==> src/rtl/cpu_stim_seq.sv <==
// cpu_stim_seq: reset-and-interrupt sequencer for the multi-cycle CPU.
// Holds the CPU in reset for a programmable window after block reset or a
// restart pulse, then counts RUN cycles and raises per-channel level interrupt
// requests when the run counter reaches each channel's programmed fire time.
//
// Optional feature macro: STIM_PERIODIC_EN (periodic re-arm using per-channel
// period registers). When undefined every channel is one-shot.
//
// Ports:
//   clk        system clock, rising edge
//   reset      asynchronous active-low block reset
//   restart    synchronous pulse, restarts the sequence from PRE
//   cfg_we     configuration write strobe
//   cfg_ch     target channel (writes to cfg_ch >= CH are ignored)
//   cfg_field  0 = fire time, 1 = period
//   cfg_data   configuration write data
//   int_ack    per-channel acknowledge pulse from the CPU
//   cpu_reset  active-high CPU reset (high only in RST)
//   int_req    per-channel level interrupt request
//   int_ovf    per-channel sticky overrun flag
//   run_cnt    saturating count of cycles spent in RUN
//   state      0 = PRE, 1 = RST, 2 = RUN
module cpu_stim_seq #(
   parameter int unsigned CH        = 4,
   parameter int unsigned CW        = 16,
   parameter int unsigned RST_START = 5,
   parameter int unsigned RST_LEN   = 5
) (
   input  logic          clk,
   input  logic          reset,
   input  logic          restart,
   input  logic          cfg_we,
   input  logic [3:0]    cfg_ch,
   input  logic          cfg_field,
   input  logic [CW-1:0] cfg_data,
   input  logic [CH-1:0] int_ack,
   output logic          cpu_reset,
   output logic [CH-1:0] int_req,
   output logic [CH-1:0] int_ovf,
   output logic [CW-1:0] run_cnt,
   output logic [1:0]    state
);

   localparam int unsigned PMAX = (RST_START > RST_LEN) ? RST_START : RST_LEN;
   localparam int unsigned PW   = (PMAX < 2) ? 1 : $clog2(PMAX);
   localparam logic [CW-1:0] RUN_MAX = '1;

   typedef enum logic [1:0] {
      ST_PRE = 2'd0,
      ST_RST = 2'd1,
      ST_RUN = 2'd2
   } st_t;

   st_t           st_q;
   logic [PW-1:0] phase_q;
   logic [CW-1:0] fire_q [CH];
   logic [CH-1:0] armed_q;
   logic [CH-1:0] fire_c;
   logic [CH-1:0] wr_fire_c;

`ifdef STIM_PERIODIC_EN
   logic [CW-1:0] period_q [CH];
   logic [CW-1:0] sum_c    [CH];
   logic [CH-1:0] carry_c;
   logic [CH-1:0] wr_per_c;
`endif

   assign state = st_q;

   // Per-channel fire compare and write decode; a restart cycle never fires
   // so armed channels keep their fire times across the restart.
   always_comb begin
      fire_c    = '0;
      wr_fire_c = '0;
`ifdef STIM_PERIODIC_EN
      wr_per_c  = '0;
      carry_c   = '0;
`endif
      for (int i = 0; i < CH; i++) begin
`ifdef STIM_PERIODIC_EN
         sum_c[i]     = '0;
         {carry_c[i], sum_c[i]} = {1'b0, fire_q[i]} + {1'b0, period_q[i]};
         wr_per_c[i]  = cfg_we && cfg_field && (cfg_ch == 4'(i));
`endif
         fire_c[i]    = (st_q == ST_RUN) && armed_q[i] && (run_cnt == fire_q[i]) && !restart;
         wr_fire_c[i] = cfg_we && !cfg_field && (cfg_ch == 4'(i));
      end
   end

   // Sequencer FSM with shared phase counter and saturating run counter.
   always_ff @(posedge clk or negedge reset) begin
      if (!reset) begin
         st_q      <= ST_PRE;
         phase_q   <= '0;
         cpu_reset <= 1'b0;
         run_cnt   <= '0;
      end else if (restart) begin
         st_q      <= ST_PRE;
         phase_q   <= '0;
         cpu_reset <= 1'b0;
         run_cnt   <= '0;
      end else begin
         case (st_q)
            ST_PRE: begin
               if (phase_q == PW'(RST_START - 1)) begin
                  st_q      <= ST_RST;
                  phase_q   <= '0;
                  cpu_reset <= 1'b1;
               end else begin
                  phase_q <= phase_q + PW'(1);
               end
            end
            ST_RST: begin
               if (phase_q == PW'(RST_LEN - 1)) begin
                  st_q      <= ST_RUN;
                  phase_q   <= '0;
                  cpu_reset <= 1'b0;
                  run_cnt   <= '0;
               end else begin
                  phase_q <= phase_q + PW'(1);
               end
            end
            ST_RUN: begin
               if (run_cnt != RUN_MAX) run_cnt <= run_cnt + CW'(1);
            end
            default: begin
               st_q      <= ST_PRE;
               phase_q   <= '0;
               cpu_reset <= 1'b0;
            end
         endcase
      end
   end

   // Request/overrun flags, fire times and arming; a config write on the
   // same cycle as a fire event wins for fire time and armed.
   always_ff @(posedge clk or negedge reset) begin
      if (!reset) begin
         int_req <= '0;
         int_ovf <= '0;
         armed_q <= '0;
         for (int i = 0; i < CH; i++) fire_q[i] <= '0;
      end else begin
         for (int i = 0; i < CH; i++) begin
            if (restart) begin
               int_req[i] <= 1'b0;
               int_ovf[i] <= 1'b0;
            end else if (fire_c[i]) begin
               int_req[i] <= 1'b1;
               if (int_req[i] && !int_ack[i]) int_ovf[i] <= 1'b1;
`ifdef STIM_PERIODIC_EN
               if ((period_q[i] != '0) && !carry_c[i]) fire_q[i] <= sum_c[i];
               else                                    armed_q[i] <= 1'b0;
`else
               armed_q[i] <= 1'b0;
`endif
            end else if (int_ack[i]) begin
               int_req[i] <= 1'b0;
            end
            if (wr_fire_c[i]) begin
               fire_q[i]  <= cfg_data;
               armed_q[i] <= 1'b1;
            end
         end
      end
   end

`ifdef STIM_PERIODIC_EN
   // Period registers, written in any state and untouched by restart.
   always_ff @(posedge clk or negedge reset) begin
      if (!reset) begin
         for (int i = 0; i < CH; i++) period_q[i] <= '0;
      end else begin
         for (int i = 0; i < CH; i++) begin
            if (wr_per_c[i]) period_q[i] <= cfg_data;
         end
      end
   end
`endif

endmodule
==> config.mk <==
export PLATFORM = sky130hd
export DESIGN_NAME = cpu_stim_seq
export DESIGN_NICKNAME = d
export VERILOG_FILES = /design/src/rtl/cpu_stim_seq.sv
export SDC_FILE = /design/constraint.sdc
export NUM_CORES = 1
export LEC_CHECK = 0
export ABC_AREA = 1
export BUFFER_PORTS_ARGS = -buffer_cell sky130_fd_sc_hd__buf_2
export CAP_MARGIN = 25
export CELL_PAD_IN_SITES_DETAIL_PLACEMENT = 1
export CELL_PAD_IN_SITES_GLOBAL_PLACEMENT = 2
export CORE_MARGIN = 2
export CORE_UTILIZATION = 34
export DETAILED_ROUTE_END_ITERATION = 7
export MAX_ROUTING_LAYER = met4
export PLACE_DENSITY = 0.88
export SETUP_SLACK_MARGIN = 0.2
export SLEW_MARGIN = 20
export SYNTH_ARGS = -nofsm -noshare
export SYNTH_HDL_FRONTEND = slang
export SYNTH_SLANG_ARGS = --single-unit
==> constraint.sdc <==
create_clock -name clk -period 1.8 [get_ports clk]
set_input_delay 0 -clock clk [delete_from_list [all_inputs] [get_ports clk]]
set_output_delay 0 -clock clk [all_outputs]
set_load 0.03 [all_outputs]
== After elaboration in Yosys (flattened, before gate mapping) ==
Cells that the tools add are included.
Storage, ports and cells
  flip-flop bits (word level): 98
  bits in latches: 0
  RAM bits: 0
  bits in read-only memories: 0
  input port bits: 29
  output and inout port bits: 27
  logic and storage cells: 149
  memories: 0
Operators by class
  add/sub/neg operators: 2
  $mul: 0
  div/mod/pow operators: 0
  $lt $le $gt $ge: 0
  equality and inequality tests: 19
  shifts and indexed selects: 0
  mux-type cells: 51
  bitwise gates (word level): 0
  reduce and logical (&&, ||, !) cells: 57
Operators with widths (count)
  $eq A16 B16 Y1: 4
  $mux W16: 3
  $mux W1: 39
  $pmux W16 S2: 1
  $reduce_bool A2 Y1: 12
  $logic_and A1 B1 Y1: 21
  $add A16 B1 Y16 const B: 1
  $ne A16 B16 Y1 const B: 1
  $reduce_and A2 Y1: 8
  $reduce_bool A3 Y1: 5
  $eq A4 B2 Y1 const B: 2
  $ne A2 B1 Y1 const B: 4
  $logic_not A1 Y1: 6
  $mux W2: 3
  $mux W3: 2
  $ne A3 B3 Y1 const B: 2
  $pmux W2 S3: 1
  $pmux W3 S2: 1
  $reduce_and A3 Y1: 2
  $eq A4 B1 Y1 const B: 1
  $logic_not A4 Y1: 1
  $add A3 B1 Y3 const B: 1
  $eq A3 B3 Y1 const B: 1
  $ne A3 B2 Y1 const B: 1
  6 further kinds: 6

== Logic depth before layout (Yosys ltp) ==
Gate-level depths: netlist (run 1).
  depth in word-level cells: 7
  depth in mapped cells: 11
  depth with buffers taken out: 10

== Worst setup path after synthesis (run 1) ==
Ideal clock, no wire load.
  path kind: flip-flop to flip-flop
  from: register run_cnt[0]
  to: register run_cnt[0]
  setup time: 0.074 ns
  data arrival time: 1.635 ns
  data required time: 1.726 ns
  path slack: 0.091 ns
  stages on the path, launching flop included: 11
  path buffers: 1
  period minus slack after synthesis: 1.709 ns
  cell sequence: dfrtp_1 -> ha_1 -> nand3_2 -> inv_2 -> nand2_1 -> inv_2 -> nand4_2 -> nand3_4 -> buf_6 -> nand2_1 -> o21ai_2
On the way
  word-level cells in the longest chain between the ends: 4
  elaborated cells between the ends (all ways): 7
  those cells by class: add/sub: 1; eq/ne: 2; mux: 3; reduce/logical: 1
Ends and longest elaborated chain
  start: declaration: RTL line 40  | output logic [CW-1:0] run_cnt,
  start signal: assignment: RTL line 124  | if (run_cnt != RUN_MAX) run_cnt <= run_cnt + CW'(1);
  $add A16 B1 Y16: RTL line 124
  $mux W16: RTL line 124
  $pmux W16 S2: RTL line 103  | case (st_q)
  $mux W16: RTL line 97  | end else if (restart) begin
Parallel ways exist; a longest one is shown, timed or not. The select of a mux whose other input is x is not followed.
A chain may end at the register's enable or synchronous reset.

== Worst setup path after layout (run 1) ==
  from: register run_cnt[0]
  to: register run_cnt[3]
Same word-level chain as after synthesis.

==> results.md, run 1 <==
* Cell Count, Final, Fillers Out at 991
* Synth Area per Inst at 7.51 um2
* Port buffer count at 55
* Met3 usage at 2.30%
* Reg2Reg Setup Slack at 0.24 ns
* # Max-Cap Violations at 0
* Worst Max-Slew Pin Slew at 0.597 ns
* Share of the synthesized area in the top cell type at 46.4%
* Leakage power at 0.00331 uW
* Drt first pass iters at 4
* Number of global-route vias before repair at 4978
* DRT antenna net count at 0
* PD cells at 852 nW/um2
* Clock latency on the worst-skew pair at 0.36 ns
* Most frequent cell after synthesis: sky130_fd_sc_hd__nand2_1
* TritonCTS buffer count at 9
* Number of standard cells after synthesis at 696
* Antenna cells at 0
* Status: completed
* Total global routing overflow at 0
* Min-Delay Path Class: in2reg
* Minimum clock period after layout at 1.56 ns
* Data arrival, critical path at 1.83 ns
* Post-synthesis cell type with the largest combined area: sky130_fd_sc_hd__dfrtp_1
* GR Util All Layers at 22.1%
* Highest fanout seen on the critical path at 7
* Unrepaired setup endpoints after global routing: true
* DR vias at 4951
* Number of flops mapped to enable cells by yosys at 0
* Cell count after placement at 930
* Most numerous cell types in the synthesized netlist: sky130_fd_sc_hd__nand2_1 (242), sky130_fd_sc_hd__dfrtp_1 (97), sky130_fd_sc_hd__o21ai_0 (91)
* Worst clock skew at 0.0135 ns
* Residual DRC count at 0
* Post-detailed-route wirelength per cell at 17.1 um
* P&R area growth vs syn at 26.7%
* Total clock sinks at 97
* Number of standard-cell rows in the floorplan at 45
* CTS clock-pin slew for the worst setup and hold paths at 0.07 ns
* Category of the most critical setup path: reg2reg
* Required @ worst endpoint at 2.07 ns
* Period utilization at 86.6%
* Unique masters post-synth at 30
* Final Max Tran Viols at 0
* Worst rel slew slack at 60.2%
* Global-route wire length before repair at 26600 um
* Proportion of register bits with asynchronous set or reset after synthesis at 100%
* Maximum count of clock buffers along a single path at 2
* Worst supply voltage drop on vdd at 513 uV
* Top flip-flop cell by instance count after synthesis: sky130_fd_sc_hd__dfrtp_1
* Largest cells by area after synthesis: sky130_fd_sc_hd__dfrtp_1 (46%), sky130_fd_sc_hd__nand2_1 (17%), sky130_fd_sc_hd__o21ai_0 (8.7%)
* Setup violators final at 0
* Detailed router's first-iteration violation count at 237
* Hold violation total from the final report at 0
* H-tree depth at 3
* Overall die area at 16400 um2
* Starting Density at 34.6%
* Total Routed Length at 17000 um
* GR Layer Usage met1 at 28.5%
* Post-DR vias/cell at 5.00
* Vert. Die Dim at 128 um
* Area inside the core boundary at 15100 um2
* Critical path capture point type: register
* Fraction of layout instances using a drive strength above 1 at 23.7%
* Top Ports at 56
* Nets in the synthesized netlist at 728
* Placer's final routability congestion estimate at 0.902
* Busiest metal layer after global routing: met2
* Synth Warn # at 0
* Element type at the critical path start: register
* Largest net degree at the start of global routing at 42
* #FFs+latches synth at 97
* Final TNS setup at 0 ns
* Number of antenna violations at the first check in global routing at 0
* DP HPWL at 11800 um
* CTS Root Cell: sky130_fd_sc_hd__clkbuf_16
* Mapped Area at 5230 um2
* Top achievable clock speed at 641 MHz
* Finished Core Util at 43.9%
* Global Route met2 Usage at 35.3%
* Worst Setup Slack post-DPL at -0.0322 ns
* Overall die width at 128 um
* Final net count at 830
* Least setup slack across all paths after layout at 0.241 ns
* Portion of the post-synthesis area used by sequential elements at 46.4%
* Post-route total power at 5640 uW
* CTS tree: yes
[layout by cell type (no fill, tap or decap), types with 16 or more instances in the layout]
cell                            synthesis  final
sky130_fd_sc_hd__dfrtp_1               97     86
sky130_fd_sc_hd__buf_2                  3     54
sky130_fd_sc_hd__buf_4                  7     36
sky130_fd_sc_hd__nand4_1               16     16
sky130_fd_sc_hd__nor2_1                53     36
sky130_fd_sc_hd__xnor2_1               20     20
sky130_fd_sc_hd__dlygate4sd3_1          0     20
sky130_fd_sc_hd__inv_1                 76     71
sky130_fd_sc_hd__nand2_1              242    229
sky130_fd_sc_hd__o21ai_0               91     87
sky130_fd_sc_hd__nand3_1               29     25
[through the flow]
| stage | area (um2) | hold WS (ns) |
|---|---|---|
| after floorplan | 5230 | -0.296 |
| after global placement | 5730 | 0.0399 |
| after detailed placement | 5730 | 0.0424 |
| after CTS | 6380 | 0.0253 |
| after global routing | 6620 | 0.0279 |
| final | 6620 | 0.0240 |
[flip-flops by register name (all words and copies together) (netlist names)]
signal,flops
fire_q,64
run_cnt,16
armed_q,4
int_ovf,4
phase_q,3
int_req,4
state,2
[worst paths after layout]
| path | cells after the start | start | endpoint |
|---|---|---|---|
| max | 9 | run_cnt[0] | run_cnt[3] |
| min | 4 | int_ack[3] | int_ovf[3] |
| max reg2reg | 9 | run_cnt[0] | run_cnt[3] |
| min reg2reg | 2 | armed_q[1] | armed_q[1] |
| max in group asynchronous | 3 | reset | fire_q[3] |
| min in group asynchronous | 2 | reset | run_cnt[14] |
[worst max-delay path, stage by stage, from the launching register on]
cell and delay (ns):
sky130_fd_sc_hd__dfrtp_2 0.38, sky130_fd_sc_hd__ha_2 0.22, sky130_fd_sc_hd__nand3_4 0.09, sky130_fd_sc_hd__inv_2 0.09, sky130_fd_sc_hd__nand2_2 0.08, sky130_fd_sc_hd__inv_2 0.09, sky130_fd_sc_hd__nand4_4 0.17, sky130_fd_sc_hd__nand3_4 0.19
sky130_fd_sc_hd__nand2_1 0.10, sky130_fd_sc_hd__o21ai_2 0.07
[logic make-up (layout without fill, tap and decap cells)]
kind of cell    count (synthesis)  in the layout  synth area share (%)
simple gates                  356            359                  28.4
xor+xnor                       28             28                  4.69
fa+ha+maj                       3              3                 0.718
buf+inv                       111            215                  9.58
flops                          97             97                  46.4
compound gates                101            101                  10.2
[final cells by class]
cell class              instances  area (um2)
inverters                      80         304
clock inverters                 2        12.5
clock buffers                  14         264
repair buffers                119         852
multi-input cells             491        2510
well taps                     188         235
fillers                      1883        8470
flip-flops and latches         97        2440
[layer usage]
metal  vias up  wire [um]
met2       113       8080
li1       2380          -
met4         0        516
met1      2423       7560
met5         -          0
met3        35        792
[what timing repair did]
action | 4_1_cts | 5_1_grt
cloned | 3 | 0
endpoints found under the setup margin | 29 | 26
hold endpoints to repair | 97 | 0
setup buffers | 9 | 13
hold buffers | 20 | 0
gates resized for setup | 24 | 50
pin swaps | 1 | 21
[report_power, final]
group	internal (uW)	total (uW)	leakage (uW)	switching, uW
combinational	433	1060	0.00191	623
sequential	2480	2720	0.00126	242
clock	1010	1870	0.000133	854
No activity file was read; power rests on OpenSTA's default activity.
==> run 2, diff against run 1 <==
--- a/config.mk
+++ b/config.mk
@@ -8,13 +8,11 @@
 export ABC_AREA = 1
 export BUFFER_PORTS_ARGS = -buffer_cell sky130_fd_sc_hd__buf_2
 export CAP_MARGIN = 25
-export CELL_PAD_IN_SITES_DETAIL_PLACEMENT = 1
-export CELL_PAD_IN_SITES_GLOBAL_PLACEMENT = 2
 export CORE_MARGIN = 2
-export CORE_UTILIZATION = 34
+export CORE_UTILIZATION = 45
 export DETAILED_ROUTE_END_ITERATION = 7
 export MAX_ROUTING_LAYER = met4
-export PLACE_DENSITY = 0.88
+export PLACE_DENSITY = 0.73
 export SETUP_SLACK_MARGIN = 0.2
 export SLEW_MARGIN = 20
 export SYNTH_ARGS = -nofsm -noshare
==> results.md, run 2 (synthesis gave the netlist of run 1 again) <==
* Final net count at 822 (-0.96%)
* Period utilization at 91.0% (+4.4 points)
* Worst clock skew at 0.00723 ns (-0.00628 ns)
* Post-DR vias/cell at 5.19 (+3.9%)
* Maximum count of clock buffers along a single path at 2 (unchanged)
* Worst r2r src: run_cnt[5]
* Clock latency on the worst-skew pair at 0.35 ns (about the same)
* Largest net degree at the start of global routing at 59 (+40%)
* Data arrival, critical path at 1.90 ns (+0.07 ns)
* Status: complete, but fails checks
* Largest delay share family, worst path: simple AND/OR/NAND/NOR gates
* CTS clock-pin slew for the worst setup and hold paths at 0.07 ns (about the same)
* Overall die width at 112 um (-13%)
* Hold violation total from the final report at 1 (+1)
* Min-delay src: int_ack[2]
* Critical Path, Cell by Cell: buf_4 > nand2_2 > nor2_2 > nand2_1 > inv_2 > nand4_4 > nand3_4 > nand2_1 > o21ai_2
* Worst rel slew slack at 69.1% (+9.0 points)
* CTS Root Cell: sky130_fd_sc_hd__clkbuf_16
* Placer's final routability congestion estimate at 0.924 (+2.4%)
* Detailed router's first-iteration violation count at 461 (+95%)
* Element type at the critical path start: register
* Area inside the core boundary at 11400 um2 (-25%)
* Critical path capture point type: register
* Fillers at 1026 (-46%)
* Crit path max-delay cell type: sky130_fd_sc_hd__dfrtp_1
* Category of the most critical setup path: reg2reg
* Failing checks: hold timing
* Worst Max-Slew Pin Slew at 0.463 ns (-0.134 ns)
* Crit path buffers/inverters at 2 (unchanged)
* Total Routed Length at 14300 um (-16%)
* Global-route wire length before repair at 23300 um (-12%)
* Setup violators final at 0 (unchanged)
* Placed Instance Area at 5660 um2 (-1.2%)
* Top achievable clock speed at 610 MHz (-4.8%)
* Highest fanout seen on the critical path at 7 (unchanged)
* Number of flip-flops in the largest register at 64 (unchanged)
* Number of standard-cell rows in the floorplan at 39 (-13%)
* Cell Count, Final, Fillers Out at 938 (-5.3%)
* Drt first pass iters at 5 (+1)
* Vert. Die Dim at 112 um (-13%)
* Antenna cells at 0 (unchanged)
* P&R area growth vs syn at 23.4%
* Start point of the critical path: run_cnt[5]
* Biggest registers after layout: fire_q x64, run_cnt x16
* Unrepaired setup endpoints after global routing: true
* Port buffer count at 55 (unchanged)
* PD cells at 916 nW/um2 (+7.5%)
* Cell count after placement at 885 (-4.8%)
* Overall die area at 12500 um2 (-24%)
* GR Util All Layers at 24.0% (+1.9 points)
* Post-detailed-route wirelength per cell at 15.2 um (-11%)
* Longest individual stage delay on the worst path at 0.40 ns (+0.02 ns)
* H-tree depth at 3 (unchanged)
* DRT antenna net count at 0 (unchanged)
* Number of antenna violations at the first check in global routing at 0 (unchanged)
* Top Ports at 56 (unchanged)
* Leakage power at 0.00329 uW (-0.42%)
* CTS tree: yes
* Fraction of layout instances using a drive strength above 1 at 20.3% (-3.4 points)
* Required @ worst endpoint at 2.06 ns (about the same)
* Least setup slack across all paths after layout at 0.162 ns (-0.0788 ns)
* Tightest hold margin at -0.0147 ns (-0.0387 ns)
* Residual DRC count at 0 (unchanged)
* DR vias at 4871 (-1.6%)
* Worst Setup Slack post-DPL at 0.0971 ns (+0.129 ns)
* Post-route standard cell area excluding fillers at 6450 um2 (-2.6%)
* Most frequent cell on the critical path: sky130_fd_sc_hd__nand2_1
* Starting Density at 46.0% (+11 points)
* # Max-Cap Violations at 0 (unchanged)
* Worst supply voltage drop on vdd at 477 uV (-7.2%)
* Largest reg by FF count: fire_q
* DP HPWL at 9600 um (-19%)
* TritonCTS buffer count at 9 (unchanged)
* Leading cell types in the layout, fill and taps excluded: sky130_fd_sc_hd__nand2_1 (239), sky130_fd_sc_hd__o21ai_0 (90), sky130_fd_sc_hd__dfrtp_1 (88)
* Final Max Tran Viols at 0 (unchanged)
* Min-Delay Path Class: in2reg
* Final TNS setup at 0 ns (unchanged)
* Total clock sinks at 97 (unchanged)
* Number of global-route vias before repair at 4864 (-2.3%)
* Most common cell after layout, fill and taps aside: sky130_fd_sc_hd__nand2_1
* Post-route total power at 5910 uW (+4.7%)
* Total global routing overflow at 0 (unchanged)
* Minimum clock period after layout at 1.64 ns (+0.0788 ns)
## run 2: changes by cell type in the layout (fill, tap and decap cells not counted), sizes merged
cell / previous run / this run
bufinv: 0 / 3
clkbuf: 14 / 10
buf: 99 / 91
inv: 79 / 81
clkinvlp: 2 / 1
## run 2: per-layer routing
layer | part of all wire, % | routed length (um) | GRT usage [%]
met5 | 0 | 0 | -
met4 | 3.1 | 446 | 9.47
met3 | 6.4 | 906 | 3.59
met2 | 48 | 6780 | 39.1
met1 | 43 | 6130 | 30.2
## run 2: cell type report
class,count,area [um2],share of cell area [%]
sequential,97,2440,37.8
multi-input combinational,491,2410,37.4
timing repair buffer,111,777,12.0
inverter,80,304,4.71
clock buffer,10,229,3.55
tap,143,179,2.77
clock inverter,6,113,1.75
## run 2: path summary, 6_finish.rpt
kind,end,slack [ns],cells after the start
min,int_ovf[2],-0.01,4
max reg2reg,run_cnt[3],0.16,9
min reg2reg,armed_q[1],0.48,2
max,run_cnt[3],0.16,9
max in group asynchronous,fire_q[7],0.98,3
min in group asynchronous,run_cnt[15],0.15,2
## run 2: worst min-delay path, stage by stage
cell	delay (ns)
sky130_fd_sc_hd__buf_2	0.07
sky130_fd_sc_hd__nor2_1	0.03
sky130_fd_sc_hd__nand2_1	0.10
sky130_fd_sc_hd__o21ai_1	0.09
## run 2: power by group
group	internal, uW	switching, uW
Sequential	2470	238
Combinational	414	552
Clock	1370	862
Total	4260	1650
## run 2: per-stage QoR
stage / hold slack (ns) / util, %
after global routing: 0.0189 / 56.7
final: -0.0147 / 56.7
after detailed placement: -0.0178 / 49.8
after CTS: 0.00797 / 55.3
after floorplan: -0.296 / -
after global placement: -0.0233 / 49.8
## run 2: repair_timing
| action | in CTS | in global routing |
|---|---|---|
| buffers inserted | 0 | 14 |
| pin swaps | 1 | 4 |
| hold buffers | 20 | 0 |
| setup endpoints to repair | 20 | 26 |
| hold endpoints to repair | 101 | 0 |
| cloned | 3 | 0 |
| gates resized for setup | 13 | 21 |
==> run 3, diff against run 2 <==
--- a/config.mk
+++ b/config.mk
@@ -10,6 +10,7 @@
 export CAP_MARGIN = 25
 export CORE_MARGIN = 2
 export CORE_UTILIZATION = 45
+export CTS_BUF_LIST = sky130_fd_sc_hd__clkbuf_4
 export DETAILED_ROUTE_END_ITERATION = 7
 export MAX_ROUTING_LAYER = met4
 export PLACE_DENSITY = 0.73
==> results.md, run 3 (synthesis gave the netlist of run 1 again) <==
* Status: completed
* Number of flip-flops in the largest register at 64 (unchanged)
* Overall die width at 112 um (unchanged)
* Number of standard-cell rows in the floorplan at 39 (unchanged)
* Post-route standard cell area excluding fillers at 6350 um2 (-1.5%)
* Cell Count, Final, Fillers Out at 942 (+0.43%)
* Logic depth of the worst register-to-register path at 7 (-2)
* Total Routed Length at 14300 um (+0.15%)
* GR Util All Layers at 24.1% (+0.16 points)
* Min-Delay Path Class: in2async
* Largest reg by FF count: fire_q
* Unrepaired setup endpoints after global routing: true
* Clock latency on the worst-skew pair at 0.48 ns (+0.13 ns)
* Worst rel slew slack at 76.1% (+7.0 points)
* PD cells at 819 nW/um2 (-11%)
* Proportion of power drawn by combinational gates at 18.9% (+2.5 points)
* Power share of the sequential group at 52.1% (+6.2 points)
* Worst Setup Slack post-DPL at 0.0971 ns (unchanged)
* Minimum clock period after layout at 1.61 ns (-0.0250 ns)
* CTS Root Cell: sky130_fd_sc_hd__clkbuf_4
* Detailed router's first-iteration violation count at 483 (+4.8%)
* Total global routing overflow at 0 (unchanged)
* Least setup slack across all paths after layout at 0.187 ns (+0.0250 ns)
* DR vias at 4911 (+0.82%)
* Hold violation total from the final report at 0 (-1)
* Most common cell after layout, fill and taps aside: sky130_fd_sc_hd__nand2_1
* Largest net degree at the start of global routing at 59 (unchanged)
* Placed Instance Area at 5660 um2 (unchanged)
* H-tree depth at 3 (unchanged)
* Period utilization at 89.6% (-1.4 points)
* Internal portion of total power at 3620 uW (-15%)
* DP HPWL at 9600 um (unchanged)
* Number of global-route vias before repair at 4861 (-0.062%)
* Data arrival, critical path at 2.02 ns (+0.12 ns)
* CTS tree: yes
* Fraction of layout instances using a drive strength above 1 at 20.8% (+0.55 points)
* Element type at the critical path start: register
* Starting Density at 46.0% (unchanged)
* CTS clock-pin slew for the worst setup and hold paths at 0.16 ns (+0.09 ns)
* Maximum count of clock buffers along a single path at 2 (unchanged)
* Final TNS setup at 0 ns (unchanged)
* Post-detailed-route wirelength per cell at 15.2 um (-0.27%)
* Critical path capture point type: register
* Drt first pass iters at 7 (+2)
* Final Max Tran Viols at 0 (unchanged)
* Net switching power figure at 1580 uW (-4.3%)
* Leading cell types in the layout, fill and taps excluded: sky130_fd_sc_hd__nand2_1 (238), sky130_fd_sc_hd__o21ai_0 (88), sky130_fd_sc_hd__dfrtp_1 (87)
* DRT antenna net count at 0 (unchanged)
* Worst clock skew at 0.0216 ns (+0.0143 ns)
* Capture instance of the worst register-to-register path: run_cnt[13]
* # Max-Cap Violations at 0 (unchanged)
* Finished Core Util at 55.9% (-0.84 points)
* Leakage power at 0.00324 uW (-1.6%)
* Top Ports at 56 (unchanged)
* Worst r2r src: run_cnt[1]
* Port buffer count at 55 (unchanged)
* Residual DRC count at 0 (unchanged)
* Top achievable clock speed at 620 MHz (+1.5%)
* Reg2Reg Setup Slack at 0.19 ns (+0.02 ns)
* Setup violators final at 0 (unchanged)
* Worst Max-Slew Pin Slew at 0.357 ns (-0.106 ns)
* Biggest registers after layout: fire_q x64, run_cnt x16
* Global-route wire length before repair at 23400 um (+0.18%)
* Overall die area at 12500 um2 (unchanged)
* Final net count at 825 (+0.36%)
* Number of antenna violations at the first check in global routing at 1 (+1)
* Cell count after placement at 885 (unchanged)
* Worst supply voltage drop on vdd at 444 uV (-6.8%)
* Switching power as a share of total power at 30.4% (+2.4 points)
* Category of the most critical setup path: reg2reg
* Total clock sinks at 97 (unchanged)
* Clock group share of total power at 29.0% (-8.7 points)
* Vert. Die Dim at 112 um (unchanged)
* Area inside the core boundary at 11400 um2 (unchanged)
* Highest fanout seen on the critical path at 9 (+2)
* Required @ worst endpoint at 2.20 ns (+0.14 ns)
* Post-DR vias/cell at 5.21 (+0.39%)
* TritonCTS buffer count at 9 (unchanged)
* P&R area growth vs syn at 21.6%
* Placer's final routability congestion estimate at 0.924 (unchanged)
run 3: routing by layer:
| metal | global-route usage, % | share of wire (%) | wire (um) | vias up |
|---|---|---|---|---|
| met5 | - | 0 | 0 | - |
| met4 | 10.0 | 2.7 | 391 | 0 |
| met3 | 2.94 | 6.6 | 946 | 33 |
| met2 | 39.2 | 48 | 6880 | 199 |
| met1 | 30.8 | 42 | 6070 | 2306 |
| li1 | - | - | - | 2373 |
run 3: worst max-delay path by stage:
stage | from | end | cells after the start | slack [ns]
3_5_place_dp | run_cnt[4] | run_cnt[15] | 9 | 0.1
4_1_cts | run_cnt[5] | run_cnt[15] | 11 | 0.16
5_1_grt | run_cnt[0] | run_cnt[4] | 9 | 0.1
6_report | run_cnt[1] | run_cnt[13] | 7 | 0.19
3_3_place_gp | run_cnt[0] | run_cnt[10] | 9 | 0.15
2_1_floorplan | run_cnt[0] | run_cnt[6] | 10 | 0.20
run 3: power groups by stage:
| stage | combinational [uW] | clock (uW) | sequential (uW) |
|---|---|---|---|
| 4_1_cts | 950 | 1520 | 2710 |
| 3_3_place_gp | 849 | 0 | 2740 |
| 3_5_place_dp | 882 | 0 | 2750 |
| 6_report | 981 | 1510 | 2710 |
| 5_1_grt | 1140 | 1600 | 2750 |
| 2_1_floorplan | 653 | 0 | 2680 |
run 3: worst max-delay path: stages (launching register included):
cell,delay [ns]
sky130_fd_sc_hd__dfrtp_2,0.39
sky130_fd_sc_hd__buf_4,0.16
sky130_fd_sc_hd__nand3_1,0.12
sky130_fd_sc_hd__nor2_1,0.29
sky130_fd_sc_hd__nand3_1,0.17
sky130_fd_sc_hd__nand2_1,0.10
sky130_fd_sc_hd__nand4_1,0.11
sky130_fd_sc_hd__o21ai_0,0.21
run 3: what timing repair did:
action                                 CTS  global route
endpoints found under the hold margin  177             0
setup buffers                            0            13
setup endpoints to repair               20            28
pin swaps                                1             6
hold buffers                            24             0
cloned                                   3             0
gates resized for setup                 10            31
run 3: stage by stage:
| step | total power (uW) | hold slack, ns |
|---|---|---|
| final | 5200 | 0.0274 |
| after global routing | 5490 | 0.0394 |
| after CTS | 5180 | 0.0190 |
| after detailed placement | 3630 | -0.0178 |
| after global placement | 3580 | -0.0233 |
| after floorplan | 3330 | -0.296 |
run 3: layout make-up:
type                       count  area [um2]
clock buffer                  10        75.1
sequential                    97        2440
timing repair buffer         114         820
inverter                      80         304
antenna                        1        2.50
fill                        1043        5010
clock inverter                 6         113
tap                          143         179
multi-input combinational    491        2420
